[config.mk]
export PLATFORM = sky130hd
export DESIGN_NAME = branch_redirect_controller_flat
export DESIGN_NICKNAME = d
export VERILOG_FILES = /design/src/rtl/fp_branch_pkg.sv /design/src/rtl/branch_redirect_controller_if.sv /design/src/rtl/sat_counter.sv /design/src/rtl/branch_redirect_controller.sv /design/src/flat_wrapper.sv
export SDC_FILE = /design/constraint.sdc
export NUM_CORES = 1
export LEC_CHECK = 0
export ABC_CLOCK_PERIOD_IN_PS = 4800
export BUFFER_PORTS_ARGS = -buffer_cell sky130_fd_sc_hd__buf_4
export CORE_ASPECT_RATIO = 0.8
export CORE_MARGIN = 4
export CORE_UTILIZATION = 50
export CTS_CLUSTER_DIAMETER = 30
export DETAILED_ROUTE_END_ITERATION = 12
export PLACE_DENSITY = 0.87
export SETUP_SLACK_MARGIN = 0.2
export SLEW_MARGIN = 0
export SYNTH_ARGS = -nofsm -noshare
export SYNTH_HDL_FRONTEND = slang
export SYNTH_SLANG_ARGS = --single-unit
[constraint.sdc]
create_clock -name clk -period 4.8 [get_ports clk]
set_clock_uncertainty 0.1 [all_clocks]
set_input_delay 0.96 -clock clk [delete_from_list [all_inputs] [get_ports clk]]
set_output_delay 0.96 -clock clk [all_outputs]
set_load 0.01 [all_outputs]
[src/rtl/fp_branch_pkg.sv]
// Shared types and constants for the branch redirect controller slice.
// Latency: n/a (declarations only).
// Backpressure: n/a.
package fp_branch_pkg;

    // Recovery sequencer states
    typedef enum logic [1:0] {
        IDLE     = 2'd0,
        FLUSH    = 2'd1,
        REDIRECT = 2'd2
    } redir_state_t;

    // Sequential fetch stride for the not-taken fall-through address
    localparam int PC_INC = 4;

    // Default instruction address width
    localparam int DEF_PC_W = 8;

endpackage

[src/rtl/branch_redirect_controller_if.sv]
// Resolution channel (EX -> controller) and redirect channel (controller -> fetch).
// Latency: n/a (wires only).
// Backpressure: res_ready gates resolutions; redir_ready gates redirects.
interface branch_redirect_controller_if #(
    parameter int PC_W = fp_branch_pkg::DEF_PC_W
);
    logic            res_valid;
    logic            res_ready;
    logic [PC_W-1:0] res_pc;
    logic            res_taken;
    logic [PC_W-1:0] res_target;
    logic            pred_taken;
    logic [PC_W-1:0] pred_target;
    logic            redir_valid;
    logic [PC_W-1:0] redir_pc;
    logic            redir_ready;

    // Pipeline side: EX presents resolutions, fetch accepts redirects
    modport master (
        output res_valid, res_pc, res_taken, res_target, pred_taken, pred_target, redir_ready,
        input  res_ready, redir_valid, redir_pc
    );

    // Controller side
    modport slave (
        input  res_valid, res_pc, res_taken, res_target, pred_taken, pred_target, redir_ready,
        output res_ready, redir_valid, redir_pc
    );
endinterface

[src/rtl/sat_counter.sv]
// Saturating up-counter: increments on inc, sticks at all-ones.
// Latency: count updates one cycle after inc.
// Backpressure: none; inc is ignored once saturated.
module sat_counter #(
    parameter int CNT_W = 16
) (
    input  logic             clk,
    input  logic             reset,
    input  logic             inc,
    output logic [CNT_W-1:0] count
);

    // Count up unless already at the all-ones ceiling
    always_ff @(posedge clk or posedge reset) begin
        if (reset) begin
            count <= '0;
        end else if (inc && (count != {CNT_W{1'b1}})) begin
            count <= count + 1'b1;
        end
    end

endmodule

[src/rtl/branch_redirect_controller.sv]
// Compares resolved branches with fetch's prediction and sequences flush + redirect on mispredict.
// Latency: accept N -> flush N+1..N+FLUSH_CYCLES, redir_valid from N+FLUSH_CYCLES+1.
// Backpressure: res_ready only in IDLE; REDIRECT holds until redir_ready.
module branch_redirect_controller
    import fp_branch_pkg::*;
#(
    parameter int PC_W         = DEF_PC_W,
    parameter int FLUSH_CYCLES = 2,
    parameter int CNT_W        = 16
) (
    input  logic                          clk,
    input  logic                          reset,
    branch_redirect_controller_if.slave   bus,
    output logic                          flush_ifid,
    output logic                          flush_idex,
    output logic                          stall_ex,
    output logic [CNT_W-1:0]              branch_count,
    output logic [CNT_W-1:0]              mispredict_count
);

    redir_state_t    state, state_nxt;
    logic [3:0]      flush_cnt, flush_cnt_nxt;
    logic [PC_W-1:0] redir_pc_q, redir_pc_nxt;
    logic            accept;
    logic            mispredict;
    logic [PC_W-1:0] correct_pc;

    // Resolution compare; fall-through address wraps modulo 2^PC_W
    always_comb begin
        correct_pc = bus.res_taken ? bus.res_target : (bus.res_pc + PC_W'(PC_INC));
        mispredict = (bus.pred_taken != bus.res_taken) ||
                     (bus.res_taken && bus.pred_taken && (bus.pred_target != bus.res_target));
        accept     = bus.res_valid && (state == IDLE);
    end

    // Next-state, flush countdown and redirect address capture
    always_comb begin
        state_nxt     = state;
        flush_cnt_nxt = flush_cnt;
        redir_pc_nxt  = redir_pc_q;
        case (state)
            IDLE: begin
                if (accept && mispredict) begin
                    redir_pc_nxt  = correct_pc;
                    flush_cnt_nxt = 4'(FLUSH_CYCLES - 1);
                    state_nxt     = FLUSH;
                end
            end
            FLUSH: begin
                if (flush_cnt == 4'd0) begin
                    state_nxt = REDIRECT;
                end else begin
                    flush_cnt_nxt = flush_cnt - 4'd1;
                end
            end
            REDIRECT: begin
                if (bus.redir_ready) begin
                    state_nxt = IDLE;
                end
            end
            default: state_nxt = IDLE;
        endcase
    end

    // State, counter and redirect address registers; reset discards any pending redirect
    always_ff @(posedge clk or posedge reset) begin
        if (reset) begin
            state      <= IDLE;
            flush_cnt  <= 4'd0;
            redir_pc_q <= '0;
        end else begin
            state      <= state_nxt;
            flush_cnt  <= flush_cnt_nxt;
            redir_pc_q <= redir_pc_nxt;
        end
    end

    // Outputs decoded from registered state only
    always_comb begin
        bus.res_ready   = (state == IDLE);
        bus.redir_valid = (state == REDIRECT);
        bus.redir_pc    = redir_pc_q;
        flush_ifid      = (state == FLUSH);
        flush_idex      = (state == FLUSH);
        stall_ex        = (state != IDLE);
    end

    sat_counter #(.CNT_W(CNT_W)) u_branch_cnt (
        .clk   (clk),
        .reset (reset),
        .inc   (accept),
        .count (branch_count)
    );

    sat_counter #(.CNT_W(CNT_W)) u_mispred_cnt (
        .clk   (clk),
        .reset (reset),
        .inc   (accept && mispredict),
        .count (mispredict_count)
    );

endmodule

[src/flat_wrapper.sv]
// flat-port wrapper written by rule: the top's interface ports become plain ports
module branch_redirect_controller_flat import fp_branch_pkg::*;
#(
    parameter int PC_W         = DEF_PC_W,
    parameter int FLUSH_CYCLES = 2,
    parameter int CNT_W        = 16
)
  (clk, reset, flush_ifid, flush_idex, stall_ex, branch_count, mispredict_count, bus_res_valid, bus_res_pc, bus_res_taken, bus_res_target, bus_pred_taken, bus_pred_target, bus_redir_ready, bus_res_ready, bus_redir_valid, bus_redir_pc);
  branch_redirect_controller_if #(.PC_W(PC_W)) bus_i ();
  input  logic clk;
  input  logic reset;
  output logic flush_ifid;
  output logic flush_idex;
  output logic stall_ex;
  output logic [CNT_W-1:0] branch_count;
  output logic [CNT_W-1:0] mispredict_count;
  input wire logic [$bits(bus_i.res_valid)-1:0] bus_res_valid;
  input wire logic [$bits(bus_i.res_pc)-1:0] bus_res_pc;
  input wire logic [$bits(bus_i.res_taken)-1:0] bus_res_taken;
  input wire logic [$bits(bus_i.res_target)-1:0] bus_res_target;
  input wire logic [$bits(bus_i.pred_taken)-1:0] bus_pred_taken;
  input wire logic [$bits(bus_i.pred_target)-1:0] bus_pred_target;
  input wire logic [$bits(bus_i.redir_ready)-1:0] bus_redir_ready;
  output wire logic [$bits(bus_i.res_ready)-1:0] bus_res_ready;
  output wire logic [$bits(bus_i.redir_valid)-1:0] bus_redir_valid;
  output wire logic [$bits(bus_i.redir_pc)-1:0] bus_redir_pc;
  assign bus_i.res_valid = bus_res_valid;
  assign bus_i.res_pc = bus_res_pc;
  assign bus_i.res_taken = bus_res_taken;
  assign bus_i.res_target = bus_res_target;
  assign bus_i.pred_taken = bus_pred_taken;
  assign bus_i.pred_target = bus_pred_target;
  assign bus_i.redir_ready = bus_redir_ready;
  assign bus_res_ready = bus_i.res_ready;
  assign bus_redir_valid = bus_i.redir_valid;
  assign bus_redir_pc = bus_i.redir_pc;
  branch_redirect_controller #(.PC_W(PC_W), .FLUSH_CYCLES(FLUSH_CYCLES), .CNT_W(CNT_W)) u_core (.clk(clk), .reset(reset), .bus(bus_i), .flush_ifid(flush_ifid), .flush_idex(flush_idex), .stall_ex(stall_ex), .branch_count(branch_count), .mispredict_count(mispredict_count));
endmodule
# After elaboration in Yosys (flattened, before gate mapping)
# Cells that the tools add are included.
[op_classes]
add_sub_neg = 4
muxes = 8
n_reduce_logical = 14
eq_ne = 10
[ops]
columns = ["op", "count"]
rows = [
  ["adder 16 x 1 -> 16 bit (second input constant)", 2],
  ["!= test 16 bit (second input constant)", 2],
  ["adder 8 x 3 -> 8 bit (second input constant)", 1],
  ["2-to-1 mux 4 bit", 2],
  ["2-to-1 mux 8 bit", 1],
  ["!= test 8 bit", 1],
  ["case mux 4 bit (2 select lines)", 1],
  ["logical AND 1 bit", 6],
  ["2-to-1 mux 2 bit", 3],
  ["case mux 2 bit (3 select lines)", 1],
  ["AND reduction 3 bit", 2],
  ["logical NOT 4 bit", 1],
  ["!= test 2 x 1 -> 1 bit (second input constant)", 2],
  ["!= test 2 bit (second input constant)", 2],
  ["nonzero test 2 bit", 2],
  ["subtractor 4 x 1 -> 4 bit (second input constant)", 1],
  ["== test 2 x 1 -> 1 bit (second input constant)", 1],
  ["== test 2 bit (second input constant)", 1],
  ["logical NOT 2 bit", 1],
  ["AND reduction 2 bit", 1],
  ["logical OR 1 bit", 1],
  ["!= test 1 bit", 1],
]
[word_totals]
ff_bits = 46
output_inout_bits = 45

# Logic depth before layout (Yosys ltp)
[depth]
depth_word = 6
mapped_depth = 7
mapped_depth_nobuf = 7

# Hierarchy
# Synthesis repeated with hierarchy kept, for this count alone.
[unflattened]
cells_unflattened = 230
area_unflattened_um2 = 2541.2
[modules_own_cells]
columns = ["mod", "area_each_um2", "cells_per_inst", "seq_area_each_um2", "n_inst"]
rows = [
  ["sat_counter", 805.8, 71, 400.4, 2],
  ["branch_redirect_controller", 929.6, 88, 350.3, 1],
]

# Worst setup path after synthesis
# Ideal clock, no wire load.
[synth_path]
kind = "input port to flip-flop"
from = "input bus_res_target[6]"
to = "register u_core.u_mispred_cnt.count[1]"
setup_time_ns = 0.125
stages = 5
setup_slack_ns = 2.488
required_ns = 4.575
arrival_ns = 2.087
cell_sequence = "xor2_1 -> nor4_2 -> nand3_1 -> and2_4 -> mux2_4"
[synth_via]
elab_chain_len = 5
[synth_rtl]
columns = ["element", "line_no", "source"]
rows = [
  ["from (decl)", "flat_wrapper.sv:20", "input wire logic [$bits(bus_i.res_target)-1:0] bus_res_target;"],
  ["!= test 8 bit", "branch_redirect_controller.sv:32", "(bus.res_taken && bus.pred_taken && (bus.pred_target != bus.res_target));"],
  ["logical AND 1 bit", "branch_redirect_controller.sv:32", ""],
  ["logical OR 1 bit", "branch_redirect_controller.sv:31", "mispredict = (bus.pred_taken != bus.res_taken) ||"],
  ["logical AND 1 bit", "branch_redirect_controller.sv:98", ".inc (accept && mispredict),"],
  ["logical AND 1 bit", "sat_counter.sv:17", "end else if (inc && (count != {CNT_W{1'b1}})) begin"],
  ["to (signal assigned)", "sat_counter.sv:18", "count <= count + 1'b1;"],
  ["to (decl)", "sat_counter.sv:10", "output logic [CNT_W-1:0] count"],
]
# Every way passes these cells.
# A chain may end at the register's enable or synchronous reset.

# Final worst setup path
# Ends and elaborated chain as after synthesis.

==> run_summary.xml <==
<?xml version="1.0" encoding="UTF-8"?>
<metrics>
  <group name="status">
    <metric name="status" unit="">finished, final reports clean</metric>
  </group>
  <group name="worst_setup_path">
    <metric name="cp_slowest_stage_delay" unit="ns">0.45</metric>
    <metric name="worst_path_dominant_cell_family" unit="">simple AND/OR/NAND/NOR gates</metric>
    <metric name="timing.critical_path.slowest_stage_cell" unit="">sky130_fd_sc_hd__nand3_1</metric>
    <metric name="critical_path_buf_inv_count" unit="">1</metric>
    <metric name="cp_max_fo" unit="">15</metric>
    <metric name="crit_arrival" unit="ns">2.66</metric>
    <metric name="worstPathCellList" unit="">buf_4, xor2_1, nor4_2, nand3_1, and2_4, mux2_4</metric>
    <metric name="end_kind" unit="">register</metric>
    <metric name="path_class" unit="">in2reg</metric>
    <metric name="worstPathRequired" unit="ns">4.87</metric>
    <metric name="worst_setup_path_start_kind" unit="">input port</metric>
  </group>
  <group name="yosys">
    <metric name="ys_types" unit="">45</metric>
    <metric name="top_area_cells_in_the_synthesized_netlist" unit="">sky130_fd_sc_hd__dfrtp_1 (47%), sky130_fd_sc_hd__xor2_1 (8.3%), sky130_fd_sc_hd__xnor2_1 (6.8%)</metric>
    <metric name="synth.ff_latch_count" unit="">46</metric>
    <metric name="sequential_to_total_area_share_from_yosys_stat" unit="">0.4723</metric>
    <metric name="synth.cell_area" unit="um2">2437</metric>
    <metric name="synth-warning-count" unit="">0</metric>
    <metric name="synth_edf_count" unit="">0</metric>
    <metric name="synth_top_area_cell" unit="">sky130_fd_sc_hd__dfrtp_1</metric>
    <metric name="postSynthAreaPerCell" unit="um2">10.55</metric>
    <metric name="top_cell_type_s_share_of_synthesized_area" unit="">0.4723</metric>
    <metric name="share_of_flip_flops_with_an_asynchronous_set_or_reset_after_synthesis" unit="">1.000</metric>
    <metric name="top_reg_cell_synth" unit="">sky130_fd_sc_hd__dfrtp_1</metric>
    <metric name="mappedNetlistNets" unit="">267</metric>
    <metric name="number_of_cells_produced_by_synthesis" unit="">231</metric>
  </group>
  <group name="clock_network">
    <metric name="tritoncts_clock_tree" unit="">built</metric>
    <metric name="cts-resized-gates" unit="">0</metric>
    <metric name="cts-buffers-inserted" unit="">5</metric>
    <metric name="postCtsSetupBuffers" unit="">0</metric>
    <metric name="clock_tree.htree_level_count" unit="">2</metric>
    <metric name="number_of_clock_sinks" unit="">46</metric>
    <metric name="postCtsHoldBufs" unit="">0</metric>
    <metric name="path_clk_slew" unit="ns">0.08</metric>
    <metric name="cell_at_the_root_of_the_clock_tree" unit="">sky130_fd_sc_hd__clkbuf_8</metric>
    <metric name="worstSkewPairLatency" unit="ns">0.28</metric>
    <metric name="worst_case_clock_buffer_depth" unit="">2</metric>
  </group>
  <group name="placement">
    <metric name="dpl_hpwl" unit="mm">4.068</metric>
    <metric name="cells_after_dpl" unit="">361</metric>
    <metric name="place.port_buffers" unit="">74</metric>
    <metric name="finalWeightedCongestion" unit="">0.7898</metric>
  </group>
  <group name="timing">
    <metric name="max_slew.worst_pin.slew" unit="ns">0.9465</metric>
    <metric name="grt_setup_unrepaired" unit="">no</metric>
    <metric name="hold_violations" unit="">0</metric>
    <metric name="finalSetupViolCount" unit="">0</metric>
    <metric name="fin_crit" unit="ns">2.581</metric>
    <metric name="post_route_setup_tns" unit="ns">0</metric>
    <metric name="finalCritPeriodShare" unit="">0.5378</metric>
    <metric name="slew_headroom" unit="">0.3681</metric>
    <metric name="fmaxAchievable" unit="GHz">0.3874</metric>
    <metric name="final_max_slew_viol_count" unit="">0</metric>
  </group>
  <group name="final_layout">
    <metric name="layout.cells.most_common" unit="">sky130_fd_sc_hd__buf_4</metric>
    <metric name="highest_count_cells_in_the_layout_ignoring_fill_and_taps" unit="">sky130_fd_sc_hd__buf_4 (74), sky130_fd_sc_hd__dfrtp_1 (46), sky130_fd_sc_hd__xor2_1 (23)</metric>
    <metric name="syn2layout_area_growth" unit="%">28.29</metric>
    <metric name="finalNonFillerCells" unit="">367</metric>
    <metric name="number_of_nets_in_the_layout" unit="">344</metric>
    <metric name="fraction_of_final_layout_cells_with_drive_strength_greater_than_1" unit="">0.3257</metric>
    <metric name="filler_cell_count" unit="">356</metric>
    <metric name="antenna_cells" unit="">0</metric>
  </group>
  <group name="grt">
    <metric name="via_count_of_the_first_global_routing_pass" unit="">1935</metric>
    <metric name="antenna_found_initial" unit="">0</metric>
    <metric name="grt_pass1_wl" unit="mm">8.873</metric>
    <metric name="grtUsageTotal" unit="">0.1824</metric>
    <metric name="largest_net_degree_at_the_start_of_global_routing" unit="">47</metric>
    <metric name="grt_overflow_total" unit="">0</metric>
  </group>
  <group name="run">
    <metric name="cap_violations" unit="">0</metric>
  </group>
  <group name="pwr">
    <metric name="peakVddDrop" unit="V">0.0003113</metric>
    <metric name="total_leakage_power" unit="nW">1.510</metric>
    <metric name="p_per_area" unit="nW/um2">440.5</metric>
  </group>
  <group name="worst_hold_path">
    <metric name="hold_path.class" unit="">reg2reg</metric>
  </group>
  <group name="route">
    <metric name="final_antenna_net_count" unit="">0</metric>
    <metric name="vias" unit="">1929</metric>
    <metric name="detailedRoute.firstPassIterationCount" unit="">4</metric>
    <metric name="route.final.wire_length" unit="mm">5.164</metric>
    <metric name="drc" unit="">0</metric>
    <metric name="detail_route.iter0.violations" unit="">90</metric>
    <metric name="wire_per_inst" unit="um">14.07</metric>
    <metric name="drt-vias-per-instance" unit="">5.256</metric>
  </group>
  <group name="floorplanning">
    <metric name="chipHeight" unit="um">70.45</metric>
    <metric name="floorplan.initialDensity" unit="">0.5239</metric>
    <metric name="total_number_of_placement_rows" unit="">22</metric>
    <metric name="io_pins" unit="">75</metric>
    <metric name="core_area" unit="um2">4652</metric>
    <metric name="dieArea" unit="um2">6063</metric>
    <metric name="dieWidth" unit="um">86.06</metric>
  </group>
</metrics>
[kinds of logic after synthesis]
| family | Yosys count | share of synthesized area |
|---|---|---|
| compound gates | 16 | 0.04415 |
| mux | 11 | 0.05030 |
| xor+xnor | 42 | 0.1509 |
| buf+inv | 13 | 0.02361 |
| flops | 46 | 0.4723 |
| fa+ha+maj | 6 | 0.03080 |
| simple gates | 97 | 0.2279 |
[area by class of cell]
| type | count | area, um2 | share of cell area |
|---|---|---|---|
| Multi-Input combinational cell | 172 | 1229 | 0.3930 |
| Inverter | 9 | 33.78 | 0.01080 |
| Clock buffer | 6 | 82.58 | 0.02641 |
| Tap cell | 60 | 75.07 | 0.02401 |
| Sequential cell | 46 | 1151 | 0.3681 |
| Timing Repair Buffer | 74 | 555.5 | 0.1777 |
[layer usage]
layer / global-route usage / vias to the layer above / wire (um)
met3: 0.05660 / 4 / 385
li1: - / 952 / -
met5: 0 / - / 0
met2: 0.2934 / 57 / 2458
met1: 0.2421 / 916 / 2288
met4: 0.03691 / 0 / 31
[sequential cells by signal, summed over array words and instances (netlist names)]
signal / flops
u_core.flush_cnt: 4
u_core.state: 2
u_core.bus.redir_pc: 8
u_core.u_mispred_cnt.count: 16
u_core.u_branch_cnt.count: 16
[Yosys cell counts, types with 3 or more instances]
cell,n
sky130_fd_sc_hd__a21oi_1,3
sky130_fd_sc_hd__and3_1,6
sky130_fd_sc_hd__dfrtp_1,46
sky130_fd_sc_hd__ha_1,6
sky130_fd_sc_hd__inv_1,9
sky130_fd_sc_hd__mux2_2,6
sky130_fd_sc_hd__mux2i_1,4
sky130_fd_sc_hd__nand2_1,18
sky130_fd_sc_hd__nand3_1,18
sky130_fd_sc_hd__nand4_1,9
sky130_fd_sc_hd__nor2_1,20
sky130_fd_sc_hd__nor3_1,4
sky130_fd_sc_hd__nor4_1,3
sky130_fd_sc_hd__o21ai_0,4
sky130_fd_sc_hd__xnor2_1,19
sky130_fd_sc_hd__xor2_1,23
[path summary, 6_finish.rpt]
check,end,startpoint,slack [ns],cells past startpoint
max,u_core.u_mispred_cnt.count[1],bus_res_target[6],2.22,6
min reg2reg,u_core.u_branch_cnt.count[15],u_core.u_branch_cnt.count[15],0.39,1
min in group asynchronous,u_core.u_mispred_cnt.count[7],reset,0.78,2
max reg2reg,u_core.bus.redir_pc[5],u_core.state[0],2.58,4
min,u_core.u_branch_cnt.count[15],u_core.u_branch_cnt.count[15],0.39,1
max in group asynchronous,u_core.bus.redir_pc[7],reset,3.22,2
[power by group]
| group | switching [W] | internal (W) |
|---|---|---|
| combinational | 0.000260 | 0.000287 |
| sequential | 0.000109 | 0.000493 |
| clock | 0.000117 | 0.000111 |
| total | 0.000486 | 0.000892 |
[metrics by stage]
stage / cell area [um2] / utilization / worst slack, ns / hold WS (ns) / total power, W
2_1_floorplan: 2437 / - / 2.488 / 0.4023 / 0.0009129
3_3_place_gp: 3044 / 0.6544 / 1.960 / 0.3752 / 0.001143
3_5_place_dp: 3044 / 0.6544 / 1.915 / 0.3830 / 0.001162
4_1_cts: 3127 / 0.6721 / 2.232 / 0.3959 / 0.001392
5_1_grt: 3127 / 0.6721 / 2.071 / 0.4144 / 0.001480
6_report: 3127 / 0.6721 / 2.219 / 0.3873 / 0.001377
(Power assumes the default switching activity.)
